<file path="src/rtl/gf180mcu_ocd_io__bi_seq.sv">
// Bidirectional pad sequencer: serialises TX bits onto a GF180 I/O cell and
// samples its receiver, guaranteeing turnaround gaps so OE and IE never overlap.
module gf180mcu_ocd_io__bi_seq #(
  parameter int unsigned TURN   = 2,
  parameter int unsigned SETTLE = 2
) (
  input  logic       clk,
  input  logic       rst,
  input  logic       tx_valid,
  input  logic       tx_data,
  output logic       tx_ready,
  input  logic       rx_req,
  output logic       rx_valid,
  output logic       rx_data,
  input  logic       cfg_we,
  input  logic [5:0] cfg_data,
  output logic       busy,
  output logic       oe,
  output logic       ie,
  output logic       a,
  output logic       pu,
  output logic       pd,
  output logic       pdrv0,
  output logic       pdrv1,
  output logic       sl,
  output logic       cs,
  input  logic       y
);

  typedef enum logic [2:0] {
    IDLE    = 3'd0,
    TURN_TX = 3'd1,
    DRIVE   = 3'd2,
    TURN_RX = 3'd3,
    SAMPLE  = 3'd4
  } state_t;

  // Counters hold "cycles remaining minus one", so a state exits when they hit zero.
  localparam logic [3:0] TURN_LD   = 4'(TURN - 1);
  localparam logic [3:0] SETTLE_LD = 4'(SETTLE - 1);

  state_t     state_q;
  state_t     state_d;
  logic [3:0] cnt_q;
  logic [5:0] cfg_q;
  logic       hs;

  always_ff @(posedge clk) begin
    if (rst) begin
      state_q <= IDLE;
    end else begin
      state_q <= state_d;
    end
  end

  always_comb begin
    state_d = state_q;
    case (state_q)
      IDLE: begin
        if (rx_req) begin
          state_d = SAMPLE;
        end else if (tx_valid) begin
          state_d = TURN_TX;
        end
      end
      TURN_TX: begin
        if (cnt_q == '0) begin
          state_d = DRIVE;
        end
      end
      DRIVE: begin
        if (!hs) begin
          state_d = TURN_RX;
        end
      end
      TURN_RX: begin
        if (cnt_q == '0) begin
          state_d = IDLE;
        end
      end
      SAMPLE: begin
        if (cnt_q == '0) begin
          state_d = IDLE;
        end
      end
      default: state_d = IDLE;
    endcase
  end

  always_comb begin
    oe       = 1'b0;
    ie       = 1'b0;
    busy     = 1'b1;
    tx_ready = 1'b0;
    case (state_q)
      IDLE: begin
        ie       = 1'b1;
        busy     = 1'b0;
        tx_ready = !rx_req;
      end
      DRIVE: begin
        oe       = 1'b1;
        tx_ready = !rx_req;
      end
      SAMPLE: begin
        ie = 1'b1;
      end
      default: begin
        oe = 1'b0;
      end
    endcase
    hs = tx_valid && tx_ready;
  end

  always_ff @(posedge clk) begin
    if (rst) begin
      cnt_q <= '0;
    end else if (state_d != state_q) begin
      case (state_d)
        TURN_TX, TURN_RX: cnt_q <= TURN_LD;
        SAMPLE:           cnt_q <= SETTLE_LD;
        default:          cnt_q <= '0;
      endcase
    end else if (cnt_q != '0) begin
      cnt_q <= cnt_q - 4'd1;
    end
  end

  always_ff @(posedge clk) begin
    if (rst) begin
      a        <= 1'b0;
      rx_valid <= 1'b0;
      rx_data  <= 1'b0;
      cfg_q    <= '0;
    end else begin
      rx_valid <= (state_q == SAMPLE) && (state_d == IDLE);
      if ((state_q == SAMPLE) && (cnt_q == '0)) begin
        rx_data <= y;
      end
      if (hs) begin
        a <= tx_data;
      end
      if ((state_q == IDLE) && cfg_we) begin
        cfg_q <= cfg_data;
      end
    end
  end

  // Pulls are suppressed while driving, and a contradictory PU+PD setting disables both.
  always_comb begin
    pdrv1 = cfg_q[5];
    pdrv0 = cfg_q[4];
    sl    = cfg_q[3];
    cs    = cfg_q[2];
    pu    = cfg_q[1] && !cfg_q[0] && (state_q != DRIVE);
    pd    = cfg_q[0] && !cfg_q[1] && (state_q != DRIVE);
  end

endmodule

</file>
<file path="config.mk">
export PLATFORM = sky130hd
export DESIGN_NAME = gf180mcu_ocd_io__bi_seq
export DESIGN_NICKNAME = d
export VERILOG_FILES = /design/src/rtl/gf180mcu_ocd_io__bi_seq.sv
export SDC_FILE = /design/constraint.sdc
export NUM_CORES = 1
export LEC_CHECK = 0
export CAP_MARGIN = 20
export CORE_MARGIN = 2
export CORE_UTILIZATION = 44
export DETAILED_ROUTE_END_ITERATION = 8
export GPL_TIMING_DRIVEN = 0
export PLACE_DENSITY = 0.76
export SYNTH_ARGS = -nofsm -noshare
export SYNTH_HDL_FRONTEND = slang
export SYNTH_SLANG_ARGS = --single-unit
</file>
<file path="constraint.sdc">
create_clock -name clk -period 1.8 [get_ports clk]
set_input_delay 0.27 -clock clk [delete_from_list [all_inputs] [get_ports clk]]
set_output_delay 0.27 -clock clk [all_outputs]
set_load 0.005 [all_outputs]
</file>
Word level (Yosys, flattened, before mapping). Index checks and enable logic that the tools add are counted.

Bits in writable memories: 0. Memories kept: 0. Bits in read-only memories: 0. Register bits after elaboration: 16. Output and inout bits: 13. Bits in latches: 0. Input port bits: 13.

Eq/ne operators: 9. Reductions and logical operators: 20. Bitwise logic cells: 0. Shifts and indexed selects: 0. Order comparisons: 0. Div/mod/pow operators: 0. $mul: 0. Add/subtract/negate cells: 1. Multiplexer cells: 13.

Operators by type and width (count): $mux W3 (5); $pmux W3 S4 (1); $eq A3 B2 Y1 const B (3); $logic_and A1 B1 Y1 (8); $mux W4 (2); $eq A3 B1 Y1 const B (2); $eq A3 B3 Y1 const B (2); $logic_not A3 Y1 (2); $reduce_or A2 Y1 (3); $mux W1 (5); $logic_not A4 Y1 (1); $reduce_bool A4 Y1 (1); $sub A4 B1 Y4 const B (1); $logic_not A1 Y1 (3); $ne A3 B2 Y1 const B (1); $ne A3 B3 Y1 (1); $reduce_or A3 Y1 (1); $reduce_bool A2 Y1 (1).

Logic depth before layout (Yosys ltp). Gate-level depths: netlist (run 1).

Word-level depth: 10. Depth in mapped cells: 5. Gate-level depth less buffers: 5.

Worst setup path after synthesis (run 1). OpenSTA, ideal clock, no wires.

Kind: register to register. Start point: register cnt_q[0]. End point: register cnt_q[1]. Path buffers: 0. Required time: 1.726 ns. Library setup time: 0.074 ns. Path slack: 0.204 ns. Arrival time: 1.522 ns. Period minus slack after synthesis: 1.596 ns. Stages on the path, launching flop included: 6. Cell sequence: dfxtp_1 > inv_1 > ha_1 > nor3b_1 > or4b_1 > o21ai_0.

Cells in the longest elaborated chain, start to end: 5. Elaborated cells on any way between the ends: 10.

Ends and longest elaborated chain: from (decl) (line 44) `logic [3:0] cnt_q;`; from (signal assigned) (line 125) `cnt_q <= cnt_q - 4'd1;`; $logic_not A4 Y1 (line 67, 77, 82); $mux W3 (on tied branches) (line 77, 82, 67); $pmux W3 S4 (line 58) `case (state_q)`; $ne A3 B3 Y1 (line 118) `end else if (state_d != state_q) begin`; $mux W4 / $reduce_bool A2 Y1 (equally long branches).

Several ways; a longest one is shown, not always the timed one. The select of a mux whose other input is x is not followed. A chain may end at the register's enable or synchronous reset.

Worst setup path in the final report (run 1).
Start point: register state_q[0]. End point: output port busy.

Cells in the longest elaborated chain, start to end: 2.

Ends and longest elaborated chain: from (decl) (line 42) `state_t state_q;`; from (signal assigned) (line 52) `state_q <= state_d;`; $logic_not A3 Y1 (line 95) `case (state_q)`; $mux W1 (line 95); to (decl) (line 17) `output logic busy,`.

Every way passes these cells.

==> metrics.txt, run 1 <==
status completed; # H-tree levels 1; PwrDens 1030 nW/um^2; Tcrit/Tclk final 0.958; pre-CTS setup slack -62.8 ps; Syn Area/Cell 9.64 sq um; Synth-to-Final Area Change 43.0%; Worst EP arrival 1450 ps; port bufs 24; largest net degree at the start of global routing 18; Reg2Reg Depth 4; starting DRC count in detailed routing 8; Worst-Skew Late Latency 290 ps; Crit Path Max Fanout 10; hpwl dp 1170 microns; synth warn 0; # rows 15; Fillers 143; Sum Neg Setup Slack 0 ps; Slew headroom 0.601; Comb power frac 0.408; final layout net count 124; Tightest Hold Check Type input port to register; Hold Slack 373 ps; IO Pins 26; Starting Density 0.463; Cell variety after synth 32; total length of routed wires 1650 microns; # DRC 0; overall routing resource usage 0.171; Leakage 0.452 nW; RSZ-0062 raised after global routing no; clock power share 0.209; clock skew 1.73 ps; Synth Net Count 96; Hold Vio Cnt, Final 0; WP data required 1530 ps; TritonCTS buffer count 3; share of cells above drive strength 1 0.138; initial antenna violation count 0; ANT cells 0; DIE WIDTH 46.4 microns; Crit Path Class register to output pin; GRT overflow 0; leading cell type in the layout, fill and taps excluded clkdlybuf4s50_1; Mapped Area 791 sq um; Detailed Routing Iterations Pass 1 4; minimum clock period after layout 1720 ps; maximum VDD drop 685 uV; Mapped Cells 82; Int Power 0.791 mW; Max-cap violations 0; met2 WL 765 microns; Clock Path Buffers 2; commonest non-fill, non-tap cells in the layout clkdlybuf4s50_1, dfxtp_1, nor2_1, mux2i_1, nor3_1; Setup Viol. Count Final 0; DR vias 686; first-pass GRT wire length 2630 microns; register area share after synthesis 0.405; hold_sp rst; metal3 WL 74 microns; max layer used met4; DIE AREA 2150 sq um; Root Driver clkbuf_4; post-route design area 1130 sq um; worst hold path cell count 2; CTS tree yes; Post-DP Area 1060 sq um; worst r2r src state_q[2]; vias in the first global route 621; sequential fraction of design power 0.383; PnR worst setup slack 75.7 ps; worst-margin pin slew 598 ps; Routed Antenna Nets 0; Switching Fraction 0.318; # clock sinks 16; Metal-1 WL 768 microns; element type at the critical path start register; number of vias per cell 5.12; die outline height 46.4 microns; clk slew on worst S/H paths 90 ps; flops & latches, synth 16; GPL Wtd Cong 0.793; average wire per standard cell 12.3 microns; Core ar. 1710 sq um; CP endpoint kind output pin; Critical path origin state_q[0]; Max Fclk 0.580 GHz; Psw 0.370 mW; fin. max-slew vios 0
==> synthesized netlist by cell type <==
cell / count / area share
xnor2_1: 2 / 0.022
o21ai_0: 1 / 0.0063
ha_1: 1 / 0.016
nor4b_4: 1 / 0.030
or3_1: 4 / 0.032
mux2i_1: 8 / 0.10
and4bb_2: 1 / 0.016
o21a_1: 1 / 0.0095
inv_1: 4 / 0.019
clkbuf_1: 3 / 0.014
o22ai_1: 1 / 0.0079
nor2_1: 9 / 0.043
a31o_2: 1 / 0.011
a221oi_1: 1 / 0.011
nor3_1: 5 / 0.032
nor2b_1: 2 / 0.016
mux2_2: 1 / 0.014
nand2_1: 1 / 0.0047
nor3b_1: 4 / 0.038
and4b_1: 1 / 0.013
or4b_1: 2 / 0.025
buf_6: 1 / 0.014
a21oi_1: 1 / 0.0063
a2111oi_0: 2 / 0.022
o21bai_1: 1 / 0.0095
a211oi_1: 1 / 0.0095
and2b_1: 1 / 0.0095
dfxtp_1: 16 / 0.41
nor4b_1: 1 / 0.011
buf_2: 2 / 0.013
nand4_1: 1 / 0.0079
xor2_1: 1 / 0.011
==> final timing paths <==
path	to	slack (ps)
setup / recovery	busy	80
hold / removal	cnt_q[2]	370
setup reg to reg	cnt_q[1]	210
hold reg to reg	cfg_q[5]	500
==> registers in the layout, indices dropped and copies added, names as in the netlist <==
register and count:
rx_data 1, rx_valid 1, cfg_q 6, a 1
state_q 3, cnt_q 4
==> stage by stage <==
stage / utilization / power (mW) / instances
finish: 0.662 / 1.16 / 134
global route: 0.662 / 1.24 / 134
CTS: 0.656 / 1.16 / 134
detailed placement: 0.622 / 0.904 / 131
global placement: 0.622 / 0.899 / 131
floorplan: - / 0.735 / 82
==> what timing repair did <==
item	CTS	global route
gates resized for setup	12	3
endpoints found under the hold margin	0	0
setup endpoints to repair	7	3
hold buffers	0	0
setup buffers	0	0
==> kinds of logic (layout without fill, tap and decap cells) <==
group                      after synthesis  after routing  synth area share
and+or+nand+nor                         33             33             0.277
DFF                                     16             16             0.405
AOI/OAI and AO/OA                       10             10            0.0934
buffers and inverters                   10             37            0.0601
muxes                                    9              9             0.116
xor gates and xnor gates                 3              3            0.0332
adders and majority gates                1              1            0.0158
==> power by group through the flow <==
stage	registers, mW	logic, mW	clock network, mW
after floorplan	0.445	0.290	0
after global placement	0.448	0.452	0
after detailed placement	0.449	0.455	0
after CTS	0.444	0.467	0.250
after global routing	0.453	0.523	0.260
final	0.445	0.474	0.242
==> critical path: stages, from the launching register on <==
cell	delay, ps
dfxtp_2	350
buf_4	180
or3_1	370
dlygate4sd2_1	270
==> final cells by class <==
cell class | instances | area [sq um] | share of cell area
tap | 25 | 31.3 | 0.0277
clock buffer | 4 | 36.3 | 0.0321
timing repair buffer | 24 | 240 | 0.212
inverter | 4 | 15.0 | 0.0133
multi-input combinational | 56 | 453 | 0.400
sequential | 16 | 322 | 0.284
buffer | 5 | 33.8 | 0.0299
==> metal layers <==
layer,vias to the layer above,track usage
li1,352,-
met1,308,0.217
met4,0,0.0857
met5,-,0
met2,21,0.278
met3,5,0.0235
Note: power is estimated with default switching activity, not from simulation.
==> run 2: changes to the inputs <==
--- a/config.mk
+++ b/config.mk
@@ -6,8 +6,8 @@
 export NUM_CORES = 1
 export LEC_CHECK = 0
 export CAP_MARGIN = 20
-export CORE_MARGIN = 2
 export CORE_UTILIZATION = 44
+export CTS_CLUSTER_DIAMETER = 80
 export DETAILED_ROUTE_END_ITERATION = 8
 export GPL_TIMING_DRIVEN = 0
 export PLACE_DENSITY = 0.76
==> metrics.txt, run 2 (synthesis gave the netlist of run 1 again) <==
post-CTS setup buffer count 0; Crit Path Class register to output pin; Largest regs cfg_q: 6 flops, cnt_q: 4 flops, state_q: 3 flops; IO Pins 26; leading cell type in the layout, fill and taps excluded clkdlybuf4s50_1; Tcrit/Tclk final 0.956; DIE WIDTH 44.4 microns; # H-tree levels 1; Cells after DPL 130; Max Fclk 0.581 GHz; Synth-to-Final Area Change 40.0%; share of cells above drive strength 1 0.130; worst-margin pin slew 629 ps; Comb power frac 0.429; die outline height 44.4 microns; clk slew on worst S/H paths 80 ps; RSZ-0062 raised after global routing no; DIE AREA 1970 sq um; # clock sinks 16; Leakage 0.440 nW; Switching Fraction 0.330; worst hold path cell count 2; clock skew 0.631 ps; ANT cells 0; starting DRC count in detailed routing 4; Root Driver clkbuf_4; Non-Filler Instances 132; minimum clock period after layout 1720 ps; Sum Neg Setup Slack 0 ps; Slew headroom 0.581; post-route design area 1110 sq um; sequential fraction of design power 0.404; WP data required 1530 ps; Hold Vio Cnt, Final 0; vias in the first global route 643; Worst EP arrival 1450 ps; PwrDens 993 nW/um^2; worst r2r src cnt_q[0]; port bufs 24; reg2reg end cnt_q[1]; Core ar. 1590 sq um; CTS tree yes; final layout net count 124; Worst-Skew Late Latency 280 ps; element type at the critical path start register; DR vias 714; Reg2Reg Depth 5; # rows 14; R2R Setup Slk 120 ps; first-pass GRT wire length 2780 microns; clock power share 0.166; status completed; Int Power 0.737 mW; largest net degree at the start of global routing 18; Clock Path Buffers 2; Detailed Routing Iterations Pass 1 4; initial antenna violation count 0; Crit Path Max Fanout 10; hpwl dp 1190 microns; GPL Wtd Cong 0.791; maximum VDD drop 726 uV; Starting Density 0.496; average wire per standard cell 12.6 microns; TritonCTS buffer count 3; Tightest Hold Check Type input port to register; Biggest register cfg_q; commonest non-fill, non-tap cells in the layout clkdlybuf4s50_1, dfxtp_1, nor2_1, mux2i_1, nor3_1; hold_sp rst; number of vias per cell 5.41; Routed Antenna Nets 0; max reg flops 6; CP endpoint kind output pin; total length of routed wires 1660 microns; # DRC 0; Max-cap violations 0; Psw 0.362 mW; GRT overflow 0; Setup Viol. Count Final 0; overall routing resource usage 0.194; fin. max-slew vios 0; Post-DP Area 1060 sq um; Hold Path End cnt_q[2]; Hold Slack 406 ps
==> run 2: changes by cell type in the layout (fill, tap and decap cells not counted) <==
| cell | before | now |
|---|---|---|
| nor3b_2 | 0 | 1 |
| clkbuf_8 | 1 | 0 |
| nor3b_4 | 2 | 1 |
| dlymetal6s2s_1 | 2 | 1 |
| clkdlybuf4s50_1 | 18 | 19 |
==> run 2: per-stage QoR <==
step	util	total power, mW	setup WS [ps]
after floorplan	-	0.735	204
after global placement	0.666	0.899	-62.8
after detailed placement	0.666	0.914	-93.7
after CTS	0.688	1.10	-98.8
after global routing	0.695	1.18	5.49
final	0.695	1.10	79.6
==> run 2: cell type report <==
| type | instances | area, sq um |
|---|---|---|
| repair buffers | 24 | 238 |
| plain buffers | 5 | 33.8 |
| fillers | 131 | 487 |
| inverters | 4 | 15.0 |
| clock buffers | 3 | 22.5 |
| multi-input cells | 56 | 447 |
| well taps | 24 | 30.0 |
| flip-flops and latches | 16 | 322 |
==> run 2: per-layer routing <==
| layer | track usage | vias to the layer above | wire length (microns) |
|---|---|---|---|
| met4 | 0.127 | 0 | 34 |
| met3 | 0.0245 | 5 | 76 |
| met2 | 0.300 | 24 | 735 |
| met1 | 0.252 | 339 | 816 |
| met5 | 0 | - | 0 |
| li1 | - | 346 | - |
==> run 2: how the worst max path moves through the flow <==
stage,from,to,slack (ps),cells after the start
final,state_q[0],busy,80,3
after global routing,state_q[0],ie,5,3
after CTS,state_q[0],ie,-100,3
after detailed placement,cnt_q[0],cnt_q[1],-90,5
after global placement,cnt_q[0],cnt_q[1],-60,5
after floorplan,cnt_q[0],cnt_q[1],200,5
==> run 2: what timing repair did <==
| item | 4_1_cts | 5_1_grt |
|---|---|---|
| hold buffers | 0 | 0 |
| pin swaps | 0 | 1 |
| gates cloned | 0 | 0 |
| resized for setup | 10 | 3 |
| setup endpoints to repair | 7 | 2 |
| hold endpoints to repair | 0 | 0 |
==> run 2: worst max-delay path: stages (launching register included) <==
cell	delay, ps
dfxtp_2	350
buf_4	180
or3_1	370
dlygate4sd2_1	270
==> run 2: power groups by stage <==
stage	combinational (mW)	clock, mW	sequential, mW
finish	0.472	0.183	0.445
global route	0.525	0.205	0.452
CTS	0.466	0.194	0.443
detailed placement	0.465	0	0.449
global placement	0.451	0	0.448
floorplan	0.290	0	0.445
==> run 3: changes to the inputs <==
--- a/config.mk
+++ b/config.mk
@@ -6,11 +6,12 @@
 export NUM_CORES = 1
 export LEC_CHECK = 0
 export CAP_MARGIN = 20
-export CORE_UTILIZATION = 44
+export CORE_UTILIZATION = 45
 export CTS_CLUSTER_DIAMETER = 80
 export DETAILED_ROUTE_END_ITERATION = 8
+export DONT_BUFFER_PORTS = 1
 export GPL_TIMING_DRIVEN = 0
-export PLACE_DENSITY = 0.76
+export PLACE_DENSITY = 0.59
 export SYNTH_ARGS = -nofsm -noshare
 export SYNTH_HDL_FRONTEND = slang
 export SYNTH_SLANG_ARGS = --single-unit
==> metrics.txt, run 3 (synthesis gave the netlist of run 1 again) <==
WP data required 1530 ps; slowest CP cell nor3b_1; DIE WIDTH 43.9 microns; Hold Path End state_q[2]; reg2reg end cnt_q[1]; GPL Wtd Cong 0.710; # H-tree levels 1; DR vias 589; Routed Antenna Nets 0; number of vias per cell 5.83; Reg2Reg Depth 5; ANT cells 0; Sum Neg Setup Slack 0 ps; share of cells above drive strength 1 0.153; Setup Viol. Count Final 0; Root Driver clkbuf_4; minimum clock period after layout 1660 ps; failing checks DRC; max reg flops 6; element type at the critical path start register; Largest regs cfg_q: 6 flops, cnt_q: 4 flops, state_q: 3 flops; Buf+Inv Stages, Crit Path 1; post-route design area 861 sq um; Hold Vio Cnt, Final 0; Max Fclk 0.602 GHz; Leakage 0.327 nW; worst hold path cell count 1; Detailed Routing Iterations Pass 1 6; total length of routed wires 1460 microns; critical path, cell by cell buf_2, nor3b_1, nor3b_1; Crit Path Class register to output pin; Clock Path Buffers 2; status complete, but fails checks; die outline height 43.9 microns; CP delay by family, top simple AND/OR/NAND/NOR gates; GRT overflow 0; clk slew on worst S/H paths 100 ps; R2R Setup Slk 150 ps; Tcrit/Tclk final 0.923; Starting Density 0.502; Max stage delay on crit path 430 ps; fin. max-slew vios 0; starting DRC count in detailed routing 14; worst-margin pin slew 553 ps; Crit Path Max Fanout 10; port bufs 0; largest net degree at the start of global routing 11; leading cell type in the layout, fill and taps excluded dfxtp_1; Synth-to-Final Area Change 8.86%; Slew headroom 0.630; PwrDens 1220 nW/um^2; # rows 14; # DRC 1; Worst EP arrival 1390 ps; first-pass GRT wire length 2480 microns; commonest non-fill, non-tap cells in the layout dfxtp_1, nor2_1, mux2i_1, nor3_1; Max-cap violations 0; vias in the first global route 562; Final Power 1.05 mW; hold_sp rx_req; DIE AREA 1930 sq um; Tightest Hold Check Type input port to register; Post-DP Area 811 sq um; Biggest register cfg_q; CTS tree yes; final layout net count 100; TritonCTS buffer count 3; IO Pins 26; # clock sinks 16; Worst-Skew Late Latency 280 ps; Core ar. 1580 sq um; maximum VDD drop 629 uV; hpwl dp 1060 microns; CP endpoint kind output pin; average wire per standard cell 14.4 microns; RSZ-0062 raised after global routing no; Hold Buf Count CTS 0; CP most frequent cell nor3b_1; overall routing resource usage 0.175; Hold Slack 91.9 ps; initial antenna violation count 0; clock skew 7.49 ps; worst r2r src cnt_q[0]
run 3: cell types whose count changed in the layout (fill, tap and decap cells not counted), sizes merged:
cell / change
clkbuf: +1
clkdlybuf4s50: -19
dlygate4sd2: -4
dlymetal6s2s: -1
run 3: how the worst max path moves through the flow:
| stage | from | end | slack, ps | cells past startpoint |
|---|---|---|---|---|
| 4_1_cts | state_q[2] | pu | 9 | 4 |
| 3_5_place_dp | cnt_q[0] | cnt_q[1] | -90 | 5 |
| 6_report | state_q[0] | pu | 140 | 3 |
| 3_3_place_gp | cnt_q[0] | cnt_q[1] | -80 | 5 |
| 5_1_grt | cnt_q[0] | cnt_q[1] | 10 | 5 |
| 2_1_floorplan | cnt_q[0] | cnt_q[1] | 200 | 5 |
run 3: metal layers:
layer	vias to the layer above	routed length, microns	track usage
met5	-	0	0
met4	0	26	0.0727
met3	4	76	0.0417
met2	16	643	0.263
met1	265	711	0.240
li1	304	-	-
run 3: area by class of cell:
cell class	instances	area [sq um]
Buffer	5	28.8
Clock buffer	4	36.3
Fill cell	157	716
Inverter	4	15.0
Multi-Input combinational cell	56	440
Sequential cell	16	320
Tap cell	16	20.0
run 3: stage by stage:
step,cells,worst slack (ps),util
after floorplan,82,204,-
after global placement,98,-81.6,0.514
final,101,138,0.546
after global routing,101,13.4,0.546
after CTS,102,9.37,0.540
after detailed placement,98,-93.5,0.514
run 3: repair_timing:
item / in CTS / in global routing
hold endpoints to repair: 0 / 0
setup endpoints to repair: 1 / 3
pin swaps: 0 / 0
buffers inserted: 0 / 0
gates resized for setup: 1 / 2
run 3: report_power, final:
group | internal [mW] | switching [mW] | leakage, nW
registers | 0.407 | 0.0406 | 0.131
logic | 0.172 | 0.190 | 0.175
clock network | 0.123 | 0.114 | 0.0210
total | 0.702 | 0.345 | 0.327
==> RTL change: new RTL, settings of run 1 <==
Re-encode `state_t` (5 states) as one-hot, 5 bits wide.
--- a/src/rtl/gf180mcu_ocd_io__bi_seq.sv
+++ b/src/rtl/gf180mcu_ocd_io__bi_seq.sv
@@ -27,12 +27,12 @@
   input  logic       y
 );
 
-  typedef enum logic [2:0] {
-    IDLE    = 3'd0,
-    TURN_TX = 3'd1,
-    DRIVE   = 3'd2,
-    TURN_RX = 3'd3,
-    SAMPLE  = 3'd4
+  typedef enum logic [4:0] {
+    IDLE    = 5'b00001,
+    TURN_TX = 5'b00010,
+    DRIVE   = 5'b00100,
+    TURN_RX = 5'b01000,
+    SAMPLE  = 5'b10000
   } state_t;
 
   // Counters hold "cycles remaining minus one", so a state exits when they hit zero.
Formal check against the unedited RTL: no difference found for any inputs over 10 cycles, from zero or initial values and one cycle with rst high; not proved beyond that.
==> RTL change against run 1 <==
The run now ends with negative setup slack left; sequential cell count rose by 2; critical path depth rose by 2; total power rose by 7.9%; synthesized area rose by 37%; design area rose by 44%; worst setup slack got worse by 120 ps; via count rose by 75%; utilization rose by 1.5 points; non-clock buffer count rose by 17; routed wire length rose by 92%; largest cell class unchanged; largest power group unchanged; highest routed layer unchanged.
==> RTL change: results (changes against run 1) <==
outcome=finished, violations left; violated checks=negative setup slack; WL met1=1.36 mm (+78%); switching share of total power=0.335 (+0.0163); Largest regs=cfg_q (6), state_q (5), cnt_q (4); Hold Slack=466 ps (+92.3 ps); total negative slack=-98.7 ps (-98.7 ps); synth cell count leaders=dfxtp_1 (18), nand2_1 (18), nor2_1 (13), a21oi_1 (10), clkbuf_1 (10); Fillers=188 (+31%); share of layout cells above drive strength 1=0.291 (+0.153); placed cell areas=1380 um2 (+29%); Worst-Margin Slew=538 ps (-60.0 ps); PostCTS Resize Cnt=46 (+34); cell area after layout=1630 um2 (+44%); final setup violation count=6 (+6); Worst Slack Setup Final=-43.2 ps (-119 ps); internal power=833 uW (+5.3%); Final nets=194 (+56%); met2 WL=1.61 mm (+110%); Synth Area in XOR/XNOR=0.0403 (+0.00709); post-CTS setup buffer count=10 (+10); WL/cell=15.1 um (+23%); Critical Path AT=1570 ps (+120 ps); total global-route track usage=0.236 (+0.0652); initial DRC count=32 (+24); vias=1203 (+75%); Post-Place Setup Slack=-396 ps (-333 ps); Worst Hold Class=flip-flop to flip-flop; syn_nets=154 (+60%); combinational gate power=537 uW (+13%); first-pass GRT wire length=4.88 mm (+86%); CP peak stage delay=530 ps (+160 ps); r2r setup slk=-30 ps (-240 ps)
==> RTL change: cell types whose count changed in the layout (fill, tap and decap cells not counted), sizes merged, moves of 5 or more <==
cell / run 1 / this run
nand2: 1 / 18
buf: 3 / 14
a21oi: 1 / 10
nand3: 0 / 9
clkbuf: 6 / 13
mux2i: 8 / 2
nor2: 9 / 14
==> RTL change: path summary, 6_finish.rpt <==
check                   from       end  depth (start not counted)
setup / recovery  state_q[3]      busy                          5
hold / removal      cfg_q[2]  cfg_q[2]                          2
setup reg to reg  state_q[3]  cnt_q[1]                          6
hold reg to reg     cfg_q[2]  cfg_q[2]                          2
==> RTL change: area by class of cell <==
type / count / area share
multi-input combinational: 106 / 0.448
sequential: 18 / 0.229
timing repair buffer: 38 / 0.208
buffer: 8 / 0.0575
tap: 30 / 0.0230
clock buffer: 4 / 0.0222
inverter: 5 / 0.0115
